### config.mk
export PLATFORM = sky130hd
export DESIGN_NAME = ntt_stage_sched_flat
export DESIGN_NICKNAME = d
export VERILOG_FILES = /design/src/rtl/ntt_stage_sched_if.sv /design/src/rtl/ntt_stage_sched.sv /design/src/flat_wrapper.sv
export SDC_FILE = /design/constraint.sdc
export NUM_CORES = 1
export LEC_CHECK = 0
export CAP_MARGIN = 20
export CORE_AREA = 4 4 145 147
export DETAILED_ROUTE_END_ITERATION = 16
export DIE_AREA = 0 0 149 151
export HOLD_SLACK_MARGIN = 0.02
export PLACE_DENSITY = 0.47
export SYNTH_ARGS = -nofsm -noshare
export SYNTH_HDL_FRONTEND = slang
export SYNTH_SLANG_ARGS = --single-unit
### constraint.sdc
create_clock -name clk -period 3.6 [get_ports clk]
set_input_delay 0.72 -clock clk [delete_from_list [all_inputs] [get_ports clk]]
set_output_delay 0.72 -clock clk [all_outputs]
set_load 0.1 [all_outputs]
### src/rtl/ntt_stage_sched_if.sv
// Signal bundle between the radix-8 NTT stage scheduler and its memory/butterfly datapath.
// master = scheduler side, slave = datapath/environment side.
interface ntt_stage_sched_if #(
   parameter int ADDR_W  = 9,
   parameter int STAGE_W = 2
);
   logic               start;
   logic               is_inv_ntt;
   logic               busy;
   logic               done;
   logic               rd_en;
   logic [ADDR_W-1:0]  rd_base;
   logic [ADDR_W-1:0]  rd_stride;
   logic               bf_valid_in;
   logic               bf_is_inv;
   logic               bf_valid_out;
   logic               wr_en;
   logic [ADDR_W-1:0]  wr_base;
   logic [ADDR_W-1:0]  wr_stride;
   logic [STAGE_W-1:0] wr_stage;
   logic               err;

   modport master (
      input  start, is_inv_ntt, bf_valid_out,
      output busy, done, rd_en, rd_base, rd_stride, bf_valid_in, bf_is_inv,
             wr_en, wr_base, wr_stride, wr_stage, err
   );

   modport slave (
      output start, is_inv_ntt, bf_valid_out,
      input  busy, done, rd_en, rd_base, rd_stride, bf_valid_in, bf_is_inv,
             wr_en, wr_base, wr_stride, wr_stage, err
   );
endinterface

### src/rtl/ntt_stage_sched.sv
// Radix-8 NTT stage scheduler: one 8-lane gather per cycle, in-flight group tags so
// butterfly results scatter back in place, and a drain barrier between stages.
module ntt_stage_sched #(
   parameter int STAGES     = 3,
   parameter int RD_LAT     = 1,
   parameter int BF_LAT     = 6,
   parameter int ADDR_W     = 3 * STAGES,
   parameter int FIFO_DEPTH = 1 << $clog2(RD_LAT + BF_LAT + 1)
) (
   input logic               clk,
   input logic               rst,
   ntt_stage_sched_if.master bus
);
   localparam int STAGE_W = (STAGES > 1) ? $clog2(STAGES) : 1;
   localparam int GRP_W   = ADDR_W - 3;
   localparam int PTR_W   = (FIFO_DEPTH > 1) ? $clog2(FIFO_DEPTH) : 1;

   localparam logic [STAGE_W-1:0] STAGE_LAST = STAGE_W'(STAGES - 1);
   localparam logic [GRP_W-1:0]   GRP_LAST   = {GRP_W{1'b1}};
   localparam logic [ADDR_W-1:0]  STRIDE0    = ADDR_W'(1) << (3 * (STAGES - 1));

   localparam logic [1:0] S_IDLE  = 2'd0;
   localparam logic [1:0] S_RUN   = 2'd1;
   localparam logic [1:0] S_DRAIN = 2'd2;
   localparam logic [1:0] S_DONE  = 2'd3;

   logic [1:0]         state;
   logic [STAGE_W-1:0] stage;
   logic [GRP_W-1:0]   grp;
   logic [ADDR_W-1:0]  stride;
   logic               is_inv_q;
   logic               err_q;
   logic [RD_LAT-1:0]  vld_p1;

   logic               rd_en;
   logic               start_acc;
   logic               stage_adv;
   logic               push;
   logic               pop;
   logic               fifo_empty;
   logic [ADDR_W-1:0]  gather_base_p0;

   logic [ADDR_W-1:0]  tag_base   [FIFO_DEPTH];
   logic [ADDR_W-1:0]  tag_stride [FIFO_DEPTH];
   logic [STAGE_W-1:0] tag_stage  [FIFO_DEPTH];
   logic [PTR_W-1:0]   head;
   logic [PTR_W-1:0]   tail;
   logic [PTR_W:0]     cnt;

   // Stride is a power of two: (g/stride)*8*stride == (g & ~mask) << 3.
   function automatic logic [ADDR_W-1:0] group_base(input logic [GRP_W-1:0]  g,
                                                    input logic [ADDR_W-1:0] str);
      logic [ADDR_W-1:0] ge;
      logic [ADDR_W-1:0] mask;
      ge   = ADDR_W'(g);
      mask = str - ADDR_W'(1);
      return ((ge & ~mask) << 3) | (ge & mask);
   endfunction

   assign rd_en          = (state == S_RUN);
   assign start_acc      = (state == S_IDLE) && bus.start;
   assign fifo_empty     = (cnt == '0);
   assign stage_adv      = (state == S_DRAIN) && fifo_empty && (stage != STAGE_LAST);
   assign gather_base_p0 = group_base(grp, stride);
   assign push           = rd_en;
   assign pop            = bus.bf_valid_out && !fifo_empty;

   always_ff @(posedge clk) begin
      if (rst) begin
         state    <= S_IDLE;
         stage    <= '0;
         grp      <= '0;
         is_inv_q <= 1'b0;
      end else begin
         case (state)
            S_IDLE: begin
               if (bus.start) begin
                  state    <= S_RUN;
                  stage    <= '0;
                  grp      <= '0;
                  is_inv_q <= bus.is_inv_ntt;
               end
            end
            S_RUN: begin
               grp <= grp + GRP_W'(1);
               if (grp == GRP_LAST) state <= S_DRAIN;
            end
            S_DRAIN: begin
               if (fifo_empty) begin
                  if (stage == STAGE_LAST) begin
                     state <= S_DONE;
                  end else begin
                     stage <= stage + STAGE_W'(1);
                     grp   <= '0;
                     state <= S_RUN;
                  end
               end
            end
            default: state <= S_IDLE;
         endcase
      end
   end

   always_ff @(posedge clk) begin
      if (start_acc)      stride <= STRIDE0;
      else if (stage_adv) stride <= stride >> 3;
   end

   // p0 -> p1: gather request travels the memory read latency to the butterfly.
   always_ff @(posedge clk) begin
      if (rst) vld_p1 <= '0;
      else     vld_p1 <= (vld_p1 << 1) | RD_LAT'(rd_en);
   end

   // Tag FIFO: one entry per gathered group, popped by each butterfly result.
   always_ff @(posedge clk) begin
      if (push) begin
         tag_base[tail]   <= gather_base_p0;
         tag_stride[tail] <= stride;
         tag_stage[tail]  <= stage;
      end
   end

   always_ff @(posedge clk) begin
      if (rst) begin
         head <= '0;
         tail <= '0;
         cnt  <= '0;
      end else begin
         if (push) tail <= tail + PTR_W'(1);
         if (pop)  head <= head + PTR_W'(1);
         case ({push, pop})
            2'b10:   cnt <= cnt + (PTR_W+1)'(1);
            2'b01:   cnt <= cnt - (PTR_W+1)'(1);
            default: cnt <= cnt;
         endcase
      end
   end

   always_ff @(posedge clk) begin
      if (rst)                                   err_q <= 1'b0;
      else if (bus.bf_valid_out && fifo_empty)   err_q <= 1'b1;
   end

   assign bus.busy        = (state != S_IDLE);
   assign bus.done        = (state == S_DONE);
   assign bus.rd_en       = rd_en;
   assign bus.rd_base     = rd_en ? gather_base_p0 : '0;
   assign bus.rd_stride   = rd_en ? stride : '0;
   assign bus.bf_valid_in = vld_p1[RD_LAT-1];
   assign bus.bf_is_inv   = is_inv_q;
   assign bus.wr_en       = pop;
   assign bus.wr_base     = fifo_empty ? '0 : tag_base[head];
   assign bus.wr_stride   = fifo_empty ? '0 : tag_stride[head];
   assign bus.wr_stage    = fifo_empty ? '0 : tag_stage[head];
   assign bus.err         = err_q;
endmodule

### src/flat_wrapper.sv
// flat-port wrapper written by rule: the top's interface ports become plain ports
module ntt_stage_sched_flat 
#(
   parameter int STAGES     = 3,
   parameter int RD_LAT     = 1,
   parameter int BF_LAT     = 6,
   parameter int ADDR_W     = 3 * STAGES,
   parameter int FIFO_DEPTH = 1 << $clog2(RD_LAT + BF_LAT + 1)
)
  (clk, rst, bus_start, bus_is_inv_ntt, bus_bf_valid_out, bus_busy, bus_done, bus_rd_en, bus_rd_base, bus_rd_stride, bus_bf_valid_in, bus_bf_is_inv, bus_wr_en, bus_wr_base, bus_wr_stride, bus_wr_stage, bus_err);
  ntt_stage_sched_if #(.ADDR_W(ADDR_W), .STAGE_W((2))) bus_i ();
  input logic clk;
  input logic rst;
  input wire logic [$bits(bus_i.start)-1:0] bus_start;
  input wire logic [$bits(bus_i.is_inv_ntt)-1:0] bus_is_inv_ntt;
  input wire logic [$bits(bus_i.bf_valid_out)-1:0] bus_bf_valid_out;
  output wire logic [$bits(bus_i.busy)-1:0] bus_busy;
  output wire logic [$bits(bus_i.done)-1:0] bus_done;
  output wire logic [$bits(bus_i.rd_en)-1:0] bus_rd_en;
  output wire logic [$bits(bus_i.rd_base)-1:0] bus_rd_base;
  output wire logic [$bits(bus_i.rd_stride)-1:0] bus_rd_stride;
  output wire logic [$bits(bus_i.bf_valid_in)-1:0] bus_bf_valid_in;
  output wire logic [$bits(bus_i.bf_is_inv)-1:0] bus_bf_is_inv;
  output wire logic [$bits(bus_i.wr_en)-1:0] bus_wr_en;
  output wire logic [$bits(bus_i.wr_base)-1:0] bus_wr_base;
  output wire logic [$bits(bus_i.wr_stride)-1:0] bus_wr_stride;
  output wire logic [$bits(bus_i.wr_stage)-1:0] bus_wr_stage;
  output wire logic [$bits(bus_i.err)-1:0] bus_err;
  assign bus_i.start = bus_start;
  assign bus_i.is_inv_ntt = bus_is_inv_ntt;
  assign bus_i.bf_valid_out = bus_bf_valid_out;
  assign bus_busy = bus_i.busy;
  assign bus_done = bus_i.done;
  assign bus_rd_en = bus_i.rd_en;
  assign bus_rd_base = bus_i.rd_base;
  assign bus_rd_stride = bus_i.rd_stride;
  assign bus_bf_valid_in = bus_i.bf_valid_in;
  assign bus_bf_is_inv = bus_i.bf_is_inv;
  assign bus_wr_en = bus_i.wr_en;
  assign bus_wr_base = bus_i.wr_base;
  assign bus_wr_stride = bus_i.wr_stride;
  assign bus_wr_stage = bus_i.wr_stage;
  assign bus_err = bus_i.err;
  ntt_stage_sched #(.STAGES(STAGES), .RD_LAT(RD_LAT), .BF_LAT(BF_LAT), .ADDR_W(ADDR_W), .FIFO_DEPTH(FIFO_DEPTH)) u_core (.clk(clk), .rst(rst), .bus(bus_i));
endmodule
== Word-level counts from Yosys, hierarchy flattened ==
Memory sizes are Yosys's and may differ from the RTL's. A register that Yosys moved wholly into a read port is not among the register bits.
Index checks and enable logic that the tools add are counted.
Storage, ports and cells
  register bits after elaboration: 26
  latch bits: 0
  RAM bits: 112
  ROM bits: 0
  word-level logic and storage cells: 79
  memories: 3
Cells by class
  $add $sub $neg: 7
  $mul: 0
  divide/modulo/power cells: 0
  $lt $le $gt $ge: 0
  equal/unequal tests: 12
  shift operators: 0
  mux-type cells: 27
  bitwise operators: 4
  reductions and logical operators: 16
Memory list
  u_core.tag_base: words 8, bits a word 9, rd ports 1, clocked after Yosys merged registers in 1, write ports 1, line ntt_stage_sched.sv:43  | logic [ADDR_W-1:0] tag_base [FIFO_DEPTH];
  u_core.tag_stride: words 8, bits a word 3, rd ports 1, clocked after Yosys merged registers in 1, write ports 1, line ntt_stage_sched.sv:44  | logic [ADDR_W-1:0] tag_stride [FIFO_DEPTH];
  u_core.tag_stage: words 8, bits a word 2, rd ports 1, clocked after Yosys merged registers in 1, write ports 1, line ntt_stage_sched.sv:45  | logic [STAGE_W-1:0] tag_stage [FIFO_DEPTH];
Operator list (number)
  $mux W9: 3
  $mux W3: 6
  $mux W6: 3
  $pmux W6 S3: 1
  $mux W2: 8
  $and A6 B9 Y9: 1
  $or A9 B9 Y9: 1
  $eq A2 B2 Y1 const B: 4
  $ne A2 B2 Y1 const B: 4
  $pmux W4 S2: 1
  $reduce_and A4 Y1: 2
  $sub A7 B1 Y8 const B: 1
  $mux W7: 1
  $add A3 B1 Y3 const B: 2
  $add A6 B1 Y6 const B: 1
  $and A6 B6 Y6: 1
  $eq A6 B6 Y1 const B: 1
  $not A6 Y6: 1
  $pmux W2 S3: 1
  $reduce_bool A2 Y1: 3
  $logic_and A1 B1 Y1: 5
  $add A4 B1 Y4 const B: 1
  $eq A2 B1 Y1 const B: 2
  $logic_not A4 Y1: 1
  10 further kinds: 11

== Longest topological paths before layout ==
Gate-level depths: netlist of the first run.
  depth in word-level cells: 5
  mapped depth: 12
  mapped depth without buffers: 10

== Worst setup path after synthesis of the first run ==
Ideal clock, no wire load.
  kind: register to output
  start: register u_core.state[0]
  end: output bus_rd_base[2]
  arrival: 2706 ps
  data required time: 2880 ps
  setup slack: 174 ps
  cell stages (with the launch flop): 6
  buffers on the path: 2
  cells stage by stage: dfxtp_1 > clkbuf_1 > nand2b_1 > inv_1 > clkbuf_1 > and3_1
On the way
  longest elaborated chain between the ends: 2
RTL lines
  start, declared: line ntt_stage_sched.sv:27  | logic [1:0] state;
  start signal, assigned: line ntt_stage_sched.sv:70  | state <= S_IDLE;
  start signal, assigned: line ntt_stage_sched.sv:78  | state <= S_RUN;
  start signal, assigned: line ntt_stage_sched.sv:86  | if (grp == GRP_LAST) state <= S_DRAIN;
  $eq A2 B1 Y1: line ntt_stage_sched.sv:60  | assign rd_en = (state == S_RUN);
  via bus_rd_en: line flat_wrapper.sv:19  | output wire logic [$bits(bus_i.rd_en)-1:0] bus_rd_en;
  $mux W9: line ntt_stage_sched.sv:148  | assign bus.rd_base = rd_en ? gather_base_p0 : '0;
  end, declared: line flat_wrapper.sv:20  | output wire logic [$bits(bus_i.rd_base)-1:0] bus_rd_base;
The timed path passes the listed nets, and every way through them passes these cells.

== Worst setup path in the final report of the first run ==
  start: register u_core.stride[0]
  end: output bus_rd_base[8]
On the way
  longest elaborated chain between the ends: 5
  elaborated cells between the ends (all ways): 6
  those cells by class: add/sub: 1; mux: 1; bitwise: 4
RTL lines
  start, declared: line ntt_stage_sched.sv:30  | logic [ADDR_W-1:0] stride;
  start signal, assigned: line ntt_stage_sched.sv:106  | else if (stage_adv) stride <= stride >> 3;
  $sub A7 B1 Y8 (*): line ntt_stage_sched.sv:56  | mask = str - ADDR_W'(1);
  $not A6 Y6: line ntt_stage_sched.sv:57  | return ((ge & ~mask) << 3) | (ge & mask);
  $and A6 B6 Y6: line ntt_stage_sched.sv:57
  $or A9 B9 Y9 (*): line ntt_stage_sched.sv:57
  via u_core.gather_base_p0[8]: line ntt_stage_sched.sv:41  | logic [ADDR_W-1:0] gather_base_p0;
  $mux W9 (*): line ntt_stage_sched.sv:148
The timed path passes the listed nets; every way through them passes the cells marked *.

==> flow_metrics.tcl, run 1 <==
set metrics [dict create \
    fp-row-count 52 \
    finalHoldViolCount 0 \
    numPortBuffers 37 \
    wire_per_inst_um 17.0 \
    final_nets 454 \
    async_flop_share_pct 0 \
    fin_crit_sh_pct 89.7 \
    wl_um 12300 \
    grt_util_met2_pct 19.0 \
    ys_seq_area_share_pct 67.4 \
    ant_nets 0 \
    crit_chain "inv_1 -> ha_1 -> nor2b_1 -> and2_1 -> buf_4" \
    fin_total_pwr_mw 5.37 \
    num_vias 3228 \
    setup_viol 0 \
    busiest_layer "met2" \
    r2r_slack_ns 0.86 \
    slew_headroom_pct 34.3 \
    initial_core_util_pct 29.4 \
    tritoncts "yes" \
    synthSimpleGateAreaFrac_pct 9.29 \
    whs_endpoint "u_core.bus.bf_is_inv" \
    finalSetupTns_ns 0 \
    period_needed_ns 3.23 \
    synth_top_cell_area_share_pct 57.4 \
    crit_required_ns 2.88 \
    hold_start "u_core.bus.bf_is_inv" \
    end_kind "output pin" \
    met1_usage_pct 15.5 \
    clock_latency_ns 0.42 \
    first_pass_iters 4 \
    syn-cell-area_mm2 0.00586 \
    grt_usage_pct 11.9 \
    yosys_most_used_dff "edfxtp_1" \
    drt_iter0_drc 253 \
    diodes 0 \
    die_y_um 151 \
    drive_gt1_share_pct 26.7 \
    ir_drop_mv 0.493 \
    reg2reg_from "u_core.cnt[1]" \
    hold_buffers 0 \
    drc_errors 0 \
    synthTopCellsByCount "edfxtp_1 (112), nor2_1 (42), dfxtp_1 (29)" \
    yosysUniqueCellTypes 42 \
    finalWeightedCongestion 0.710 \
    synth-edff-count 112 \
    cpPeakStageDelay_ns 0.65 \
    clock_skew_ns 0.00892 \
    synth_area_per_cell_um2 15.3 \
    syn_inst 382 \
    antenna_found_initial 0 \
    core_mm2 0.0199 \
    slew_violations 0 \
    htreeDepth 4 \
    clk_pin_slew_ns 0.06 \
    hold_path_class "flop to flop" \
    cts.sinks 141 \
    grt_max_degree 29 \
    outcome "completed" \
    nFillCells 1968 \
    place_area_mm2 0.00658 \
    power.density_mw_per_mm2 749 \
    synth_largest_area_cell "edfxtp_1" \
    critPathArrivalTime_ns 2.51 \
    fmax_mhz 310 \
    synth_seq_cells 141 \
    yosysMostFrequentCell "edfxtp_1" \
    rr_endpoint "u_core.cnt[2]" \
    post_synth_fa_ha_maj_area_fraction_pct 1.71 \
    maxCapViolCount 0 \
    worstPathMaxFanout 16 \
    syn2layout_area_growth_pct 22.3 \
    hold_ws_ns 0.459 \
    cellLeakagePower_nw 2.40 \
    post_cts_resized 0 \
    cts-buffers-inserted 17 \
    cts_setup_buffers 0 \
    cts_root_buf "clkbuf_16" \
    grt_pass1_vias 3392 \
    rsz0062_at_grt "false" \
    overflow 0 \
    die_w_um 149 \
    grt_pass1_wl_um 19800 \
    die_area_mm2 0.0225 \
    holdPathStages 2 \
    synth.area.top_cells "edfxtp_1 (57%), mux4_2 (11%), dfxtp_1 (9.9%)" \
    start_kind "flop" \
    criticalPathCategory "flop to output pin" \
    synthMuxAreaShare_pct 13.5 \
    worst_pin_slew_ns 0.983 \
    cts.path.max_buffers 2 \
    use_met3_pct 2.87 \
    synth_xor_area_share_pct 1.20 \
    synth_top_family_by_area "multiplexers" \
    rr_worst_depth 10 \
    fin_area_mm2 0.00716 \
    ioPinCount 50 \
    synth_compound_area_share_pct 3.46 \
    crit_slowest_cell "dfxtp_1" \
    hpwl_um 7730 \
    synth_warnings 0 \
    routed_via_density 4.46 \
]
cells by family after synthesis:
kind of cell	Yosys count
multiplexers	44
adder cells (fa/ha/maj)	8
buffers and inverters	38
flip-flops	141
other	1
AO/OA/AOI/OAI	33
XOR/XNOR	8
AND/OR/NAND/NOR	109
critical path: cells and delay by family (launching register included):
family | cells | cell delay [ns]
simple gates | 2 | 0.66
fa+ha+maj | 1 | 0.29
flops | 1 | 0.65
buf+inv | 2 | 0.49
worst max-delay path by stage:
| stage | start | depth (start not counted) | slack (ns) | end |
|---|---|---|---|---|
| global route | u_core.stride[0] | 5 | 0.18 | bus_rd_base[8] |
| global placement | flop | 4 | 0.83 | bus_wr_base[8] |
| floorplan | u_core.state[0] | 5 | 0.17 | bus_rd_base[2] |
| finish | u_core.stride[0] | 5 | 0.37 | bus_rd_base[8] |
| CTS | u_core.stride[0] | 5 | 0.38 | bus_rd_base[8] |
| detailed placement | bus_bf_valid_out | 10 | 0.78 | u_core.cnt[2] |
layout by cell type, fill, tap and decap left out, types with 2 or more instances in the layout:
cell,count
and2_1,9
clkinvlp_4,2
nand2b_1,3
clkbuf_8,4
buf_12,2
nand2_1,17
inv_1,9
mux4_2,28
mux2i_1,15
and3_1,3
clkdlybuf4s50_1,7
xnor2_1,2
or4_1,2
xor2_1,6
clkinv_2,5
clkbuf_16,18
nand3_1,10
a22oi_1,2
a21oi_1,14
o21ai_1,3
ha_1,8
buf_4,49
a22o_1,2
dfxtp_1,28
nor2b_1,7
nor2_1,42
o21a_1,2
o21ai_0,6
nor3b_1,2
edfxtp_1,112
conb_1,12
or3_1,3
nor3_2,4
inv_4,2
through the flow:
| stage | setup slack (ns) | cells | util, % |
|---|---|---|---|
| 2_1_floorplan | 0.174 | 393 | - |
| 3_3_place_gp | 0.826 | 692 | 33.0 |
| 3_5_place_dp | 0.779 | 692 | 33.0 |
| 4_1_cts | 0.376 | 724 | 36.0 |
| 5_1_grt | 0.185 | 724 | 36.0 |
| 6_report | 0.372 | 724 | 36.0 |
final cells by class:
class	instances	area, um2	area share, %
Inverter	9	33.8	0.472
Sequential cell	141	3950	55.1
Clock buffer	22	505	7.06
Timing Repair Buffer	58	478	6.67
Tap cell	270	338	4.72
Clock inverter	10	82.6	1.15
Multi-Input combinational cell	214	1780	24.9
routing by layer:
metal / up-vias / part of all wire [%]
met3: 17 / 3.7
met2: 66 / 49
met4: 0 / 1.4
met5: - / 0
met1: 1606 / 46
li1: 1539 / -
registers in the layout (all words and copies together), names as in the netlist, named ones only:
register,flops
u_core.grp,6
u_core.bus.bf_valid_in,1
u_core.stride,3
u_core.head,3
u_core.tag_stride,24
u_core.tag_base,72
u_core.bus.err,1
u_core.bus.bf_is_inv,1
u_core.cnt,4
u_core.stage,2
u_core.tag_stage,16
u_core.state,2
u_core.tail,3
report_power, final:
part           total (mW)  leakage (nW)  switching [mW]  internal, mW
logic                1.76         0.894            1.26         0.500
clock network        1.70         0.293           0.642          1.06
registers            1.91          1.21           0.109          1.80
total                5.37          2.40            2.01          3.36
Power figures use the tool's default switching activity.
==> inputs of run 2 (changes only) <==
- CTS_BUF_LIST: not set -> sky130_fd_sc_hd__clkbuf_8
==> run 2 against run 1 <==
Effect of this change: first-iteration DRC count is 2.4% lower; routed wire length is 0.13% lower; combinational power hardly changed; worst hold slack better by 0.0027 ns; via count is 0.25% higher; global-route usage is 0.083 points lower; critical endpoint unchanged; largest cell class unchanged.
==> flow_metrics.tcl, run 2 (synthesis gave the netlist of run 1 again) <==
set metrics [dict create \
    power_frac_comb_pct 35.6 \
    syn2layout_area_growth_pct 19.1 \
    cts_root_buf "clkbuf_8" \
    ioPinCount 50 \
    num_vias 3236 \
    finalSetupTns_ns 0 \
    overflow 0 \
    swShare_pct 39.5 \
    seq_power_share_pct 38.8 \
    grt_max_degree 29 \
    outcome "completed" \
    hold_buffers 0 \
    htreeDepth 4 \
    tritoncts "yes" \
    maxCapViolCount 0 \
    worst_pin_slew_ns 0.983 \
    largest_reg_flops 72 \
    grt_pass1_vias 3406 \
    busiest_layer "met2" \
    cellLeakagePower_nw 2.32 \
    use_met3_pct 2.78 \
    grt_util_met2_pct 18.9 \
    die_area_mm2 0.0225 \
    slew_headroom_pct 34.3 \
    criticalPathCategory "flop to output pin" \
    drive_gt1_share_pct 26.7 \
    first_pass_iters 4 \
    reg_top3 "u_core.tag_base (72), u_core.tag_stride (24), u_core.tag_stage (16)" \
    crit_required_ns 2.88 \
    layout_common_cells "edfxtp_1 (112), buf_4 (49), nor2_1 (42)" \
    wl_um 12300 \
    clock_latency_ns 0.43 \
    post_cts_resized 0 \
    hpwl_um 7730 \
    initial_core_util_pct 29.4 \
    p_int_mw 2.98 \
    critPathArrivalTime_ns 2.51 \
    fin_crit_sh_pct 89.7 \
    clk_pin_slew_ns 0.08 \
    cts-buffers-inserted 17 \
    power.density_mw_per_mm2 706 \
    rsz0062_at_grt "false" \
    dp.cells 692 \
    finalWeightedCongestion 0.710 \
    final_common_cell "edfxtp_1" \
    antenna_found_initial 0 \
    routed_via_density 4.47 \
    worstPathMaxFanout 16 \
    cts.path.max_buffers 2 \
    wire_per_inst_um 17.0 \
    nFillCells 1994 \
    diodes 0 \
    met1_usage_pct 15.5 \
    start_kind "flop" \
    end_kind "output pin" \
    stdcell_count 724 \
    setup_ws_ns 0.370 \
    cts_setup_buffers 0 \
    power_switching_mw 1.95 \
    slew_violations 0 \
    ant_nets 0 \
    die_w_um 149 \
    core_mm2 0.0199 \
    period_needed_ns 3.23 \
    drt_iter0_drc 247 \
    fp-row-count 52 \
    drc_errors 0 \
    regMostFlops "u_core.tag_base" \
    cts.sinks 141 \
    setup_viol 0 \
    final_nets 454 \
    grt_usage_pct 11.8 \
    finalHoldViolCount 0 \
    hold_path_class "flop to flop" \
    numPortBuffers 37 \
    grt_pass1_wl_um 19700 \
    place_ws_ns 0.779 \
    die_y_um 151 \
    power.share.clock_pct 25.6 \
    fmax_mhz 310 \
    clock_skew_ns 0.00714 \
    ir_drop_mv 0.493 \
]
[run 2: cell types whose count changed in the layout (fill, tap and decap cells not counted)]
cell       previous run  this run
clkbuf_8              4        21
bufinv_16             1         2
clkbuf_16            18         0
[run 2: per-layer routing]
metal | vias up | share of wire [%]
li1 | 1534 | -
met1 | 1627 | 46
met2 | 65 | 50
met3 | 10 | 3.6
met4 | 0 | 1.3
met5 | - | 0
[run 2: worst paths after layout]
kind	startpoint	to	slack (ns)	depth (start not counted)
hold / removal	u_core.bus.bf_is_inv	u_core.bus.bf_is_inv	0.46	2
setup / recovery	u_core.stride[0]	bus_rd_base[8]	0.37	5
hold reg to reg	u_core.bus.bf_is_inv	u_core.bus.bf_is_inv	0.46	2
setup reg to reg	u_core.cnt[1]	u_core.cnt[2]	0.85	10
[run 2: final cells by class]
| type | instances | area [um2] | share of cell area [%] |
|---|---|---|---|
| clock buffers | 21 | 289 | 4.14 |
| clock inverters | 11 | 113 | 1.61 |
| inverters | 9 | 33.8 | 0.484 |
| multi-input cells | 214 | 1780 | 25.5 |
| flip-flops and latches | 141 | 3950 | 56.5 |
| well taps | 270 | 338 | 4.84 |
| repair buffers | 58 | 478 | 6.85 |
[run 2: power groups by stage]
stage / Sequential, mW / Clock, mW / Combinational [mW]
detailed placement: 1.95 / 0 / 1.79
CTS: 1.91 / 1.30 / 1.80
floorplan: 1.90 / 0 / 1.41
finish: 1.91 / 1.26 / 1.76
global route: 1.93 / 1.40 / 1.86
global placement: 1.95 / 0 / 1.79
[run 2: metrics by stage]
stage	power, mW	util [%]	hold WS (ns)	cell area, um2
global route	5.19	35.0	0.506	6980
CTS	5.01	35.0	0.465	6980
finish	4.93	35.0	0.462	6980
floorplan	3.32	-	0.454	5900
global placement	3.74	33.0	0.452	6580
detailed placement	3.74	33.0	0.451	6580
[run 2: critical path, cell delays in order (launching register included)]
cell     delay (ns)
dfxtp_1        0.64
inv_1          0.20
ha_1           0.28
nor2b_1        0.45
and2_1         0.21
buf_4          0.29
